$ cat src/rtl/pdm_mic_capture.sv
// rtl/pdm_mic_capture.sv - PDM microphone clock generator and stereo line capture
// Drives mic_clk and samples each shared line once per half period into per-mic bits.
module pdm_mic_capture #(
   parameter int N_LINES     = 4,
   parameter int CLK_DIV     = 8,
   parameter int WAKE_CYCLES = 1024
) (
   input  logic                 clk,
   input  logic                 rst_n,
   input  logic                 enable,
   input  logic [N_LINES-1:0]   pdm_data,
   output logic                 mic_clk,
   output logic [2*N_LINES-1:0] pdm_bits,
   output logic                 ena,
   output logic                 ready
);
   localparam int CW     = $clog2(CLK_DIV);
   localparam int WW_RAW = $clog2(WAKE_CYCLES + 1);
   localparam int WW     = (WW_RAW < 1) ? 1 : WW_RAW;

   localparam logic [CW-1:0] CNT_LAST  = CW'(CLK_DIV - 1);
   localparam logic [CW-1:0] CNT_RISE  = CW'(CLK_DIV / 2 - 1);
   localparam logic [CW-1:0] CNT_HALF  = CW'(CLK_DIV / 2);
   localparam logic [WW-1:0] WAKE_LAST = WW'((WAKE_CYCLES == 0) ? 0 : WAKE_CYCLES - 1);

   localparam logic [1:0] S_IDLE  = 2'd0;
   localparam logic [1:0] S_WAKE  = 2'd1;
   localparam logic [1:0] S_RUN   = 2'd2;
   localparam logic [1:0] S_DRAIN = 2'd3;

   logic [N_LINES-1:0]   sync1_q, sync2_q;
   logic [N_LINES-1:0]   l_hold_q, l_hold_d;
   logic [1:0]           state_q, state_d;
   logic [CW-1:0]        cnt_q, cnt_d;
   logic [WW-1:0]        wake_q, wake_d;
   logic                 mic_clk_q, mic_clk_d;
   logic                 ena_q, ena_d;
   logic                 ready_q, ready_d;
   logic [2*N_LINES-1:0] bits_q, bits_d;
   logic [2*N_LINES-1:0] bits_mix;
   logic                 wrap;
   logic [CW-1:0]        cnt_step;

   // Even bit of each pair is the L mic (held from the last high phase), odd bit is R (live).
   always_comb begin
      bits_mix = '0;
      for (int i = 0; i < N_LINES; i++) begin
         bits_mix[2*i]   = l_hold_q[i];
         bits_mix[2*i+1] = sync2_q[i];
      end
   end

   always_comb begin
      state_d  = state_q;
      cnt_d    = cnt_q;
      wake_d   = wake_q;
      ready_d  = ready_q;
      ena_d    = 1'b0;
      bits_d   = bits_q;
      l_hold_d = l_hold_q;
      wrap     = (cnt_q == CNT_LAST);
      cnt_step = wrap ? '0 : cnt_q + 1'b1;

      case (state_q)
         S_IDLE: begin
            cnt_d = '0;
            if (enable) begin
               state_d = S_WAKE;
               wake_d  = '0;
            end
         end
         S_WAKE: begin
            cnt_d = cnt_step;
            if (!enable) begin
               state_d = wrap ? S_IDLE : S_DRAIN;
            end else if (wrap) begin
               wake_d = wake_q + 1'b1;
               if (wake_q == WAKE_LAST) begin
                  state_d = S_RUN;
                  ready_d = 1'b1;
               end
            end
         end
         S_RUN: begin
            cnt_d = cnt_step;
            if (!enable) begin
               state_d = wrap ? S_IDLE : S_DRAIN;
               ready_d = 1'b0;
            end else if (cnt_q == CNT_RISE) begin
               ena_d  = 1'b1;
               bits_d = bits_mix;
            end
         end
         S_DRAIN: begin
            // Finish the current period so the high phase is never cut short.
            cnt_d = cnt_step;
            if (wrap) state_d = S_IDLE;
         end
         default: begin
            state_d = S_IDLE;
            cnt_d   = '0;
            ready_d = 1'b0;
         end
      endcase

      if (state_q != S_IDLE && wrap) l_hold_d = sync2_q;
      mic_clk_d = (cnt_d >= CNT_HALF);
   end

   always_ff @(posedge clk or negedge rst_n) begin
      if (!rst_n) begin
         sync1_q   <= '0;
         sync2_q   <= '0;
         l_hold_q  <= '0;
         state_q   <= S_IDLE;
         cnt_q     <= '0;
         wake_q    <= '0;
         mic_clk_q <= 1'b0;
         ena_q     <= 1'b0;
         ready_q   <= 1'b0;
         bits_q    <= '0;
      end else begin
         sync1_q   <= pdm_data;
         sync2_q   <= sync1_q;
         l_hold_q  <= l_hold_d;
         state_q   <= state_d;
         cnt_q     <= cnt_d;
         wake_q    <= wake_d;
         mic_clk_q <= mic_clk_d;
         ena_q     <= ena_d;
         ready_q   <= ready_d;
         bits_q    <= bits_d;
      end
   end

   assign mic_clk  = mic_clk_q;
   assign pdm_bits = bits_q;
   assign ena      = ena_q;
   assign ready    = ready_q;

endmodule

$ cat config.mk
export PLATFORM = sky130hd
export DESIGN_NAME = pdm_mic_capture
export DESIGN_NICKNAME = d
export VERILOG_FILES = /design/src/rtl/pdm_mic_capture.sv
export SDC_FILE = /design/constraint.sdc
export NUM_CORES = 1
export LEC_CHECK = 0
export CORE_ASPECT_RATIO = 1.25
export CORE_UTILIZATION = 55
export CTS_BUF_LIST = sky130_fd_sc_hd__clkbuf_8 sky130_fd_sc_hd__clkbuf_16
export DETAILED_ROUTE_END_ITERATION = 12
export PLACE_DENSITY_LB_ADDON = 0.05
export SLEW_MARGIN = 20
export SYNTH_ARGS = -nofsm -noshare
export SYNTH_HDL_FRONTEND = slang
export SYNTH_SLANG_ARGS = --single-unit
$ cat constraint.sdc
create_clock -name clk -period 3.4 [get_ports clk]
set_input_delay 0.51 -clock clk [delete_from_list [all_inputs] [get_ports clk]]
set_output_delay 0.51 -clock clk [all_outputs]
set_load 0.01 [all_outputs]
Yosys cells after proc, flatten, opt, wreduce, memory -nomap -nowiden
Index checks and enable logic that the tools add are counted.
Storage, ports and cells
  output and inout port bits: 11
  bits of input ports: 7
  word-level logic and storage cells: 59
  bits in registers: 39
Cells by class
  eq/ne operators: 14
  add/subtract/negate cells: 2
  muxes and demuxes: 22
  reduce and logical (&&, ||, !) cells: 10
  order comparisons: 1
Operators with widths (number)
  11-bit 2-to-1 mux: 3
  11-bit one-hot mux with 2 select lines: 1
  2-bit 2-to-1 mux: 7
  2-bit inequality test, second input constant: 6
  11-bit by 1-bit adder with 11-bit output, second input constant: 1
  11-bit by 10-bit == test with 1-bit output, second input constant: 1
  5-bit AND reduction: 2
  2-bit one-hot mux with 4 select lines: 1
  1-bit 2-to-1 mux: 7
  3-bit inequality test, second input constant: 2
  3-bit one-hot mux with 2 select lines: 1
  2-bit nonzero test: 3
  2-bit == test, second input constant: 2
  4-bit AND reduction: 1
  3-bit by 1-bit adder with 3-bit output, second input constant: 1
  3-bit by 2-bit == test with 1-bit output, second input constant: 1
  3-bit == test, second input constant: 1
  3-bit >= comparator, second input constant: 1
  3-bit 2-to-1 mux: 1
  3-bit AND reduction: 1
  3-bit OR reduction: 1
  2-bit by 1-bit == test with 1-bit output, second input constant: 1
  2-bit zero test: 1
  1-bit one-hot mux with 2 select lines: 1
  1-bit logical AND: 1

Depth between registers and ports, before layout
  depth in word-level cells: 5
  mapped depth: 7
  depth with buffers taken out: 6

Least setup slack after synthesis
No wires, ideal clock.
  kind: register -> register
  start: reg cnt_q[0]
  end: reg wake_q[10]
  clock period less this slack: 1.739 ns
  library setup time: 0.077 ns
  cell stages (with the launch flop): 8
  data arrival time: 1.661 ns
  path slack: 1.661 ns
  required time: 3.323 ns
  path buffers: 1
  path through: dfrtp_1 > ha_1 > ha_1 > nor2b_1 > buf_2 > or3_4 > or3_1 > a21oi_1
On the way
  longest elaborated chain between the ends: 3
RTL lines
  start: declaration: line 34  | logic [CW-1:0] cnt_q, cnt_d;
  start signal: assignment: line 127  | cnt_q <= cnt_d;
  3-bit == test: line 61  | wrap = (cnt_q == CNT_LAST);
  2-bit inequality test (no line)
  4-bit AND reduction (no line)
  end signal: assignment: line 128  | wake_q <= wake_d;
  end: declaration: line 35  | logic [WW-1:0] wake_q, wake_d;
No other way between the ends.
A chain may end at the register's enable or synchronous reset.

Final worst setup path
Same ends and word-level chain as after synthesis.

==> results.toml <==
[status]
status = "complete, no violations"

[grt]
grt_pass1_wl_um = 4570
grt_max_degree = 39
grt_usage_pct = 21.0
grt_pass1_vias = 1050
grt_overflow = 0
antenna_found_initial = 0

[route]
wl_per_cell_um = 14.2
drt_iter0_drc = 19
vias_per_cell = 5.46
drtAntennaViolNets = 0
drc = 0
dr.pass1.iters = 4
wl_um = 2660
route.vias.total = 1021

[yosys]
synth_seq_area_share_pct = 60.3
ys_types = 30
yosysWarnings = 0
synthCells = 130
avgSynthCellArea_um2 = 12.1
syn_area_um2 = 1580
syn-num-nets = 141
yosysTopAreaCell = "dfrtp_1"
synthTopCellsByArea = "dfrtp_1 60%, mux2_2 9.3%, xnor2_1 3.9%"
synth_seq_cells = 38
synth_top_area_share_pct = 60.3

[floorplanning]
io_pins = 18
placementRows = 21
die_area_um2 = 3090
fp.dieH_um = 61.9
coreArea_um2 = 2710
initial_core_util_pct = 58.3
chipWidth_um = 49.9

[finish]
drive_gt1_share_pct = 18.3
syn_to_final_growth_pct = 20.2
stdcell_area_um2 = 1900
fin_nets = 163
insertedDiodeCount = 0
layout_commonest_cell = "dfrtp_1"
final_cell_mix = "38 x dfrtp_1, 17 x clkdlybuf4s50_1, 13 x mux2_2"

[worst_setup_path]
critPathMaxStageDelay_ps = 420
cp_common_cell = "ha_1"
cp.arrival_ps = 2340
crit_chain = "ha_1, ha_1, nor2b_1, or3_4, or3_1, a21oi_1"
crit_family = "simple AND/OR/NAND/NOR gates"
cp-start-kind = "flop"
regToRegSetupSlack_ps = 1270
cp-end-kind = "flop"
required_ps = 3610
slowest_stage = "or3_4"
cp_max_fo = 11
r2r-start = "cnt_q[0]$_DFF_PN0_"
r2r_cells = 6
cp_num_buf_inv = 0
reg2reg_to = "wake_q[10]$_DFFE_PN0P_"
criticalPathCategory = "reg2reg"

[clocking]
postCtsSetupBuffers = 0
cts_tree = "done"
insertion_delay_ps = 290
cts_resized = 0
clock_sinks = 38
clockRootBuffer = "clkbuf_8"
path_clk_slew_ps = 80
htree_levels = 2
cts_hold_buffers = 0
cts_made_buffers = 5
clock_path_buffers = 2

[timing]
setup_slack_ps = 1270
whs_ps = 350
fmax_ghz = 0.470
slew_headroom_pct = 54.3
finalMaxSlewViolations = 0
setup_viol_count_final = 0
period_share_pct = 62.5
rsz0062_at_grt = "no"
tightest_slew_ps = 678
finalHoldViolations = 0
setup_tns_ps = 0
fin_crit_ps = 2130
fin_skew_ps = 8.56

[min_path]
min_delay_path_depth = 0
min_from = "sync1_q[3]$_DFF_PN0_"
hold_path_end = "sync2_q[3]$_DFF_PN0_"
holdCritPathClass = "reg2reg"

[job]
max_cap_violations = 0

[place]
placed_area_um2 = 1790
gp_congestion = 0.753
pre_cts_slack_ps = 1180
hpwl_um = 1850
portBuffers = 17

[power_and_ir_drop]
ir_worst_vdd_mv = 0.596
p_per_area_nw_per_um2 = 778
power_mw = 1.48
total_leakage_power_nw = 0.861
[worst register-to-register path, stage by stage (launching register included)]
cell and delay, ps:
dfrtp_1 360, ha_1 170, ha_1 380, nor2b_1 220
or3_4 420, or3_1 350, a21oi_1 150
[cells by family after synthesis]
family | share of synthesized area (%)
AND/OR/NAND/NOR | 15.2
flip-flops | 60.3
multiplexers | 9.91
AO/OA/AOI/OAI | 4.76
buffers and inverters | 2.78
XOR/XNOR | 3.89
adder cells (fa/ha/maj) | 3.17
[metrics by stage]
stage               util (%)  instances
CTS                     70.1        187
floorplan                  -        130
global route            70.1        187
global placement        66.1        179
finish                  70.1        187
detailed placement      66.1        179
[metal layers]
metal  global-route usage, %  part of all wire [%]  vias to the layer above
met5                       0                     0                        -
met4                    9.80                   1.4                        0
met3                    6.81                   3.8                        5
met2                    38.0                    54                       20
met1                    22.5                    41                      504
li1                        -                     -                      492
[worst max-delay path by stage]
| stage | cells after the start | slack, ps | from | to |
|---|---|---|---|---|
| finish | 6 | 1270 | cnt_q[0]$_DFF_PN0_ | wake_q[10]$_DFFE_PN0P_ |
| global route | 6 | 1100 | cnt_q[0]$_DFF_PN0_ | wake_q[10]$_DFFE_PN0P_ |
| floorplan | 7 | 1660 | cnt_q[0]$_DFF_PN0_ | wake_q[10]$_DFFE_PN0P_ |
| detailed placement | 5 | 1180 | enable | wake_q[10]$_DFFE_PN0P_ |
| CTS | 6 | 1250 | cnt_q[0]$_DFF_PN0_ | wake_q[10]$_DFFE_PN0P_ |
| global placement | 5 | 1230 | enable | wake_q[10]$_DFFE_PN0P_ |
[power breakdown]
group / switching (mW) / total (mW) / internal [mW]
Clock: 0.154 / 0.370 / 0.216
Sequential: 0.104 / 0.687 / 0.583
Combinational: 0.189 / 0.420 / 0.231
[cells in the mapped netlist (all sizes together)]
cell / count
dfrtp: 38
mux2: 13
nor2: 12
inv: 7
xnor2: 7
nand2: 5
o21ai: 5
ha: 4
nor3: 4
nor4: 4
a21oi: 3
nand3: 3
nand4: 3
buf: 2
clkbuf: 2
nand2b: 2
nor2b: 2
nor3b: 2
o22ai: 2
or2: 2
or3: 2
a22o: 1
a31oi: 1
and3: 1
mux2i: 1
nor4b: 1
o31ai: 1
[registers in the layout, indices dropped and copies added (netlist names)]
signal	count
wake_q	11
pdm_bits	8
l_hold_q	4
sync1_q	4
sync2_q	4
cnt_q	3
state_q	2
ena	1
ready	1
[cell type report]
type | count | area (um^2)
Sequential cell | 38 | 951
Fill cell | 200 | 810
Multi-Input combinational cell | 81 | 583
Timing Repair Buffer | 19 | 185
Clock buffer | 5 | 68.8
Tap cell | 34 | 42.5
Clock inverter | 3 | 40.0
Inverter | 7 | 26.3
No activity file was read; power rests on OpenSTA's default activity.
